`src/rtl/mem_stage_hs.sv`:
```
// mem_stage_hs: MEM stage between EX and WB of the 5-stage in-order pipeline.
// Waits for the data-memory data_ok pulse on issued requests, and holds a
// response in a buffer if WB is not ready for it. Extracts byte/half/word
// load data with sign or zero extension. A flush kills the stage and drops
// the response that is still outstanding for the killed instruction.
// Exports a forwarding bus with a data_ready flag for load-use stalls in ID.
// Optional build macro MS_ALE_EN adds the ms_ale output, which flags
// misaligned loads.
`timescale 1ns/1ps

module mem_stage_hs #(
  parameter int XLEN   = 32,
  parameter int PC_W   = 32,
  parameter int DEST_W = 5
) (
  input  logic                           clk,
  input  logic                           reset,
  input  logic                           es_to_ms_valid,
  output logic                           ms_allow_in,
  input  logic [PC_W+XLEN+DEST_W+5:0]    es_ms_bus,
  input  logic                           ws_allow_in,
  output logic                           ms_to_ws_valid,
  output logic [PC_W+DEST_W+XLEN:0]      ms_ws_bus,
  output logic [DEST_W+XLEN+1:0]         ms_fwd_bus,
  input  logic                           data_sram_data_ok,
  input  logic [XLEN-1:0]                data_sram_rdata,
  input  logic                           flush
`ifdef MS_ALE_EN
  ,
  output logic                           ms_ale
`endif
);

  localparam int OFF_W = (XLEN == 64) ? 3 : 2;

  typedef enum logic [1:0] {S_IDLE, S_WAIT, S_HOLD} state_t;

  typedef struct packed {
    logic [PC_W-1:0]   pc;
    logic              gr_we;
    logic [DEST_W-1:0] dest;
    logic [XLEN-1:0]   alu_result;
    logic              res_from_mem;
    logic [2:0]        ld_op;
    logic              req_issued;
  } es_ms_t;

  typedef struct packed {
    logic [PC_W-1:0]   pc;
    logic              gr_we;
    logic [DEST_W-1:0] dest;
    logic [XLEN-1:0]   alu_result;
    logic              res_from_mem;
    logic [2:0]        ld_op;
  } ms_payload_t;

  es_ms_t          es_in;
  ms_payload_t     ms_r;
  state_t          state, state_nxt;
  logic            ms_valid;
  logic            cancel_pending, cancel_nxt;
  logic [XLEN-1:0] buffer;
  logic            data_ok_mine, ready_go, capture, leave, hold_load;
  logic [OFF_W-1:0] byte_off, half_off, word_off;
  logic [XLEN-1:0] raw, lane_b, lane_h, lane_w, load_data, final_result;

  assign es_in = es_ms_bus;

  // A data_ok that belongs to a flushed instruction is never ours.
  assign data_ok_mine = data_sram_data_ok && !cancel_pending;

  // Ready-to-go: only a waiting memory access can hold the stage.
  always_comb begin
    case (state)
      S_WAIT:  ready_go = data_ok_mine;
      default: ready_go = 1'b1;
    endcase
  end

  assign ms_allow_in    = !ms_valid || (ready_go && ws_allow_in);
  assign ms_to_ws_valid = ms_valid && ready_go && !flush;
  assign capture        = es_to_ms_valid && ms_allow_in;
  assign leave          = ms_valid && ready_go && ws_allow_in;
  assign hold_load      = ms_valid && (state == S_WAIT) && data_ok_mine && !ws_allow_in;

  // Next-state and cancel bookkeeping for the outstanding-response tracker.
  always_comb begin
    // NOTE: every always_comb output gets a default first so no path can infer a latch.
    state_nxt  = state;
    cancel_nxt = (cancel_pending && !data_sram_data_ok) ||
                 (flush && ms_valid && (state == S_WAIT) && !data_ok_mine);
    if (flush)
      state_nxt = S_IDLE;
    else if (capture)
      state_nxt = es_in.req_issued ? S_WAIT : S_IDLE;
    else if (hold_load)
      state_nxt = S_HOLD;
    else if (leave || !ms_valid)
      state_nxt = S_IDLE;
  end

  // Control state: valid bit, FSM, cancel flag and response buffer.
  always_ff @(posedge clk) begin
    // NOTE: sequential state uses non-blocking assignments so all registers update together.
    if (reset) begin
      ms_valid       <= 1'b0;
      state          <= S_IDLE;
      cancel_pending <= 1'b0;
      buffer         <= '0;
    end else begin
      state          <= state_nxt;
      cancel_pending <= cancel_nxt;
      if (flush)
        ms_valid <= 1'b0;
      else if (ms_allow_in)
        ms_valid <= es_to_ms_valid;
      if (hold_load)
        buffer <= data_sram_rdata;
    end
  end

  // Instruction payload captured from EX.
  always_ff @(posedge clk) begin
    // NOTE: the payload has no reset; every consumer qualifies it with ms_valid.
    if (capture) begin
      ms_r.pc           <= es_in.pc;
      ms_r.gr_we        <= es_in.gr_we;
      ms_r.dest         <= es_in.dest;
      ms_r.alu_result   <= es_in.alu_result;
      ms_r.res_from_mem <= es_in.res_from_mem;
      ms_r.ld_op        <= es_in.ld_op;
    end
  end

  // Lane selection and sign/zero extension of load data.
  always_comb begin
    raw         = (state == S_HOLD) ? buffer : data_sram_rdata;
    byte_off    = ms_r.alu_result[OFF_W-1:0];
    half_off    = byte_off;
    half_off[0] = 1'b0;
    word_off    = byte_off;
    word_off[1:0] = 2'b00;
    lane_b      = raw >> {byte_off, 3'b000};
    lane_h      = raw >> {half_off, 3'b000};
    lane_w      = raw >> {word_off, 3'b000};
    load_data   = raw;
    case (ms_r.ld_op)
      3'b001: begin load_data = {XLEN{lane_b[7]}};  load_data[7:0]  = lane_b[7:0];  end
      3'b010: begin load_data = '0;                 load_data[7:0]  = lane_b[7:0];  end
      3'b011: begin load_data = {XLEN{lane_h[15]}}; load_data[15:0] = lane_h[15:0]; end
      3'b100: begin load_data = '0;                 load_data[15:0] = lane_h[15:0]; end
      3'b101: if (XLEN == 64) begin
                load_data = {XLEN{lane_w[31]}}; load_data[31:0] = lane_w[31:0];
              end
      3'b110: if (XLEN == 64) begin
                load_data = '0;                 load_data[31:0] = lane_w[31:0];
              end
      default: load_data = raw;
    endcase
  end

`ifdef MS_ALE_EN
  logic misaligned;

  // Misaligned-load detection on the natural alignment of each access size.
  always_comb begin
    misaligned = 1'b0;
    if (ms_r.res_from_mem) begin
      case (ms_r.ld_op)
        3'b011, 3'b100: misaligned = byte_off[0];
        3'b000:         misaligned = (XLEN == 64) ? (byte_off != '0) : (byte_off[1:0] != 2'b00);
        3'b101, 3'b110: misaligned = (XLEN == 64) && (byte_off[1:0] != 2'b00);
        default:        misaligned = 1'b0;
      endcase
    end
  end

  assign ms_ale = ms_to_ws_valid && misaligned;
`endif

  // Result select: loads return extracted data, everything else the ALU value.
  always_comb begin
    final_result = ms_r.res_from_mem ? load_data : ms_r.alu_result;
`ifdef MS_ALE_EN
    if (misaligned)
      final_result = ms_r.alu_result;
`endif
  end

  assign ms_ws_bus  = {ms_r.pc, ms_r.gr_we, ms_r.dest, final_result};
  assign ms_fwd_bus = {ms_valid && ms_r.gr_we,
                       ms_valid && !((state == S_WAIT) && ms_r.res_from_mem && !data_ok_mine),
                       ms_r.dest, final_result};

endmodule

```
`config.mk`:
```
export PLATFORM = sky130hd
export DESIGN_NAME = mem_stage_hs
export DESIGN_NICKNAME = d
export VERILOG_FILES = /design/src/rtl/mem_stage_hs.sv
export SDC_FILE = /design/constraint.sdc
export NUM_CORES = 1
export LEC_CHECK = 0
export ABC_CLOCK_PERIOD_IN_PS = 5200
export CELL_PAD_IN_SITES_DETAIL_PLACEMENT = 1
export CELL_PAD_IN_SITES_GLOBAL_PLACEMENT = 1
export CORE_ASPECT_RATIO = 1.4
export CORE_MARGIN = 1.5
export CORE_UTILIZATION = 25
export CTS_BUF_LIST = sky130_fd_sc_hd__clkbuf_2 sky130_fd_sc_hd__clkbuf_4 sky130_fd_sc_hd__clkbuf_8
export DETAILED_ROUTE_END_ITERATION = 10
export GPL_ROUTABILITY_DRIVEN = 0
export PLACE_DENSITY = 0.77
export RECOVER_POWER = 25
export SLEW_MARGIN = 10
export SYNTH_ARGS = -nofsm -noshare
export SYNTH_HDL_FRONTEND = slang
export SYNTH_SLANG_ARGS = --single-unit
```
`constraint.sdc`:
```
create_clock -name clk -period 5.2 [get_ports clk]
set_input_delay 0.78 -clock clk [delete_from_list [all_inputs] [get_ports clk]]
set_output_delay 0.78 -clock clk [all_outputs]
set_load 0.02 [all_outputs]
```
==> results by group <==
Route
  – Iteration-0 DRC Markers: 147
  – DR pass1 iterations: 4
  – ANT nets after route: 0
  – Via count: 4449
  – Average wire per standard cell: 19.2 um
  – Via/cell ratio: 4.56
  – DR DRC count: 0
  – Routed WL: 18700 um

CTS
  – H-tree depth: 3
  – Num Clock Sinks: 110
  – Worst-Skew Late Latency: 410 ps
  – Clock Path Buffers: 2
  – Postcts setup bufs: 0
  – Clk slew on worst S/H paths: 110 ps
  – Total CTS buffers: 9
  – Root buf cell: clkbuf_8
  – Cts hold-fix bufs: 0
  – CTS resizes: 0
  – CTS tree: built

Floorplan
  – Cell Rows: 64
  – I/O pin count: 224
  – Initial Util: 25.5%
  – Die Y: 180 um
  – Core box area: 0.0219 mm2
  – Die X: 129 um
  – Die Footprint: 0.0233 mm2

Global route
  – Largest net degree at the start of global routing: 75
  – First-pass GRT wire length: 27900 um
  – Initial antenna violation count: 3
  – GRT Overall Usage: 16.0%
  – Total grt overflow: 0
  – Vias in the first global route: 4724

Yosys
  – Syn avg cell area: 10.4 um2
  – Post-synthesis register bit count: 110
  – Mapped Cells: 537
  – Sequential-to-total area share from yosys stat: 52.6%
  – Synthesized area: 0.00560 mm2
  – Mapped Nets: 650
  – Top post-synthesis cells by area: edfxtp_1 40%, dfxtp_1 13%, buf_4 10%
  – Unique masters post-synth: 41
  – Top-count cell post-synth: buf_4
  – Post-synth EDFFs: 74
  – Yosys Warn Count: 0
  – Post-synth top area share: 39.7%
  – Area leader, netlist: edfxtp_1
  – Post-synth top cells: 75 x buf_4, 74 x edfxtp_1, 72 x nand2_1
  – Top_reg_cell synth: edfxtp_1
  – Async SR Flop Fraction: 0%

Critical path
  – Setup crit end: ms_fwd_bus[16]
  – Crit path DAT: 3630 ps
  – Crit end category: output pin
  – R2r setup slk: 2580 ps
  – Startpoint Class: input pin
  – CP required: 4420 ps
  – Reg2reg start: state[1]
  – Crit path from: data_sram_rdata[23]
  – Cell depth of the worst flop-to-flop path: 4
  – Reg2reg end: ms_r[13]
  – Critical path peak fanout: 16
  – WS Path Type: input pin to output pin

Final layout
  – # fillers: 2463
  – Non-Filler Instances: 975
  – Nets: 783
  – P&R area growth vs syn: 38.5%
  – Share of layout cells above drive strength 1: 5.78%

Timing
  – Slew Limit Headroom: 28.4%
  – Setup TNS Final: 0 ps
  – Final worst path period share: 84.9%
  – RSZ-0062 raised after global routing: false
  – Final Hold Vio Count: 0
  – Final min period: 4410 ps
  – Clk_skew: 11.3 ps
  – Highest clock rate: 227 MHz
  – Slew Viols, Final: 0
  – Finish-stage setup viols: 0
  – Slew @ Worst Pin: 1070 ps

Pwr
  – Leak: 0.00281 uW
  – Cell Int Power: 1410 uW
  – Logic pwr share: 24.4%
  – Peak supply drop: 0.109 mV
  – Clock power share: 26.8%
  – Seq pwr share: 48.8%
  – NetSw: 625 uW
  – Switch share: 30.8%
  – Power Dens Cells: 262 mW/mm2

Job
  – Number of max-cap violations: 0

Placement
  – Cell Count Post-Placement: 956
  – IO Port Bufs: 223
  – DP Wirelength: 13600 um

Worst hold path
  – Hold/Removal Path Class: flip-flop to flip-flop

Outcome
  – Outcome: finished, final reports clean
## layout by cell type (no fill, tap or decap), types with 2 or more instances in the layout
cell / n
clkdlybuf4s50_1: 150
edfxtp_1: 74
dlygate4sd3_1: 73
nand2_1: 72
a21oi_1: 48
o21ai_0: 42
dfxtp_1: 36
mux2i_1: 35
nor2_1: 21
inv_1: 9
o22a_2: 9
a211oi_1: 9
clkbuf_8: 9
a311oi_1: 8
buf_4: 8
o22a_1: 7
nor2b_1: 6
o211ai_1: 6
and3b_1: 5
nor3_1: 5
nor3b_1: 4
nand2b_1: 4
diode_2: 3
o32a_1: 3
inv_8: 3
xor2_1: 2
a221o_1: 2
o22ai_1: 2
o21bai_1: 2
a31oi_1: 2
and2_1: 2
inv_6: 2
## worst min path at each step
stage	from	endpoint	slack, ps	cells after the start
5_1_grt	buffer[25]	buffer[25]	490	2
3_3_place_gp	buffer[11]	buffer[11]	440	2
4_1_cts	buffer[26]	buffer[26]	470	2
6_report	buffer[26]	buffer[26]	460	2
3_5_place_dp	buffer[27]	buffer[27]	450	2
2_1_floorplan	buffer[11]	buffer[11]	430	2
## routing by layer
| metal | global-route usage, % | vias up | routed length [um] |
|---|---|---|---|
| li1 | - | 2121 | - |
| met1 | 17.8 | 2166 | 7310 |
| met2 | 29.3 | 144 | 9980 |
| met3 | 3.53 | 18 | 1060 |
| met4 | 6.13 | 0 | 318 |
| met5 | 0 | - | 0 |
## worst max-delay path: stages
cell and delay, ps:
clkdlybuf4s50_1 520, mux2i_1 80, mux4_2 540, nor4b_4 570, a21o_4 290, o22a_1 200, clkdlybuf4s50_1 650
## cell families after synthesis
kind of cell              count (synthesis)  share of synthesized area, %
buffers and inverters                   118                          13.5
xor gates and xnor gates                  3                         0.470
AOI/OAI and AO/OA                       144                          16.3
and+or+nand+nor                         126                          10.5
muxes                                    36                          6.66
DFF                                     110                          52.6
## flip-flops by register name (all words and copies together), names as in the netlist
name            flops
ms_fwd_bus          5
ms_valid            1
state               2
buffer             32
ms_r               34
byte_off            2
cancel_pending      1
ms_ws_bus          33
## layout make-up
type | instances | area [um2] | share of cell area [%]
multi-input combinational | 309 | 1910 | 24.7
tap | 297 | 372 | 4.79
clock buffer | 10 | 131 | 1.69
sequential | 110 | 2940 | 38.0
timing repair buffer | 231 | 2290 | 29.6
antenna | 3 | 7.51 | 0.0969
clock inverter | 6 | 60.1 | 0.775
inverter | 9 | 33.8 | 0.436
## power groups by stage
| stage | sequential, uW | clock [uW] | combinational (uW) |
|---|---|---|---|
| final | 992 | 545 | 495 |
| after global routing | 996 | 588 | 524 |
| after CTS | 992 | 571 | 513 |
| after detailed placement | 1010 | 0 | 510 |
| after global placement | 1010 | 0 | 503 |
| after floorplan | 1000 | 0 | 289 |
## through the flow
| stage | hold slack, ps | total power (uW) | utilization (%) | instance area (um2) | setup WS [ps] |
|---|---|---|---|---|---|
| 3_3_place_gp | 439 | 1510 | 34.4 | 7550 | 793 |
| 3_5_place_dp | 450 | 1520 | 34.4 | 7550 | 766 |
| 4_1_cts | 468 | 2080 | 35.3 | 7740 | 753 |
| 5_1_grt | 491 | 2110 | 35.3 | 7750 | 625 |
| 2_1_floorplan | 432 | 1290 | - | 5600 | 1180 |
| 6_report | 463 | 2030 | 35.3 | 7750 | 788 |
Power figures use the tool's default switching activity.
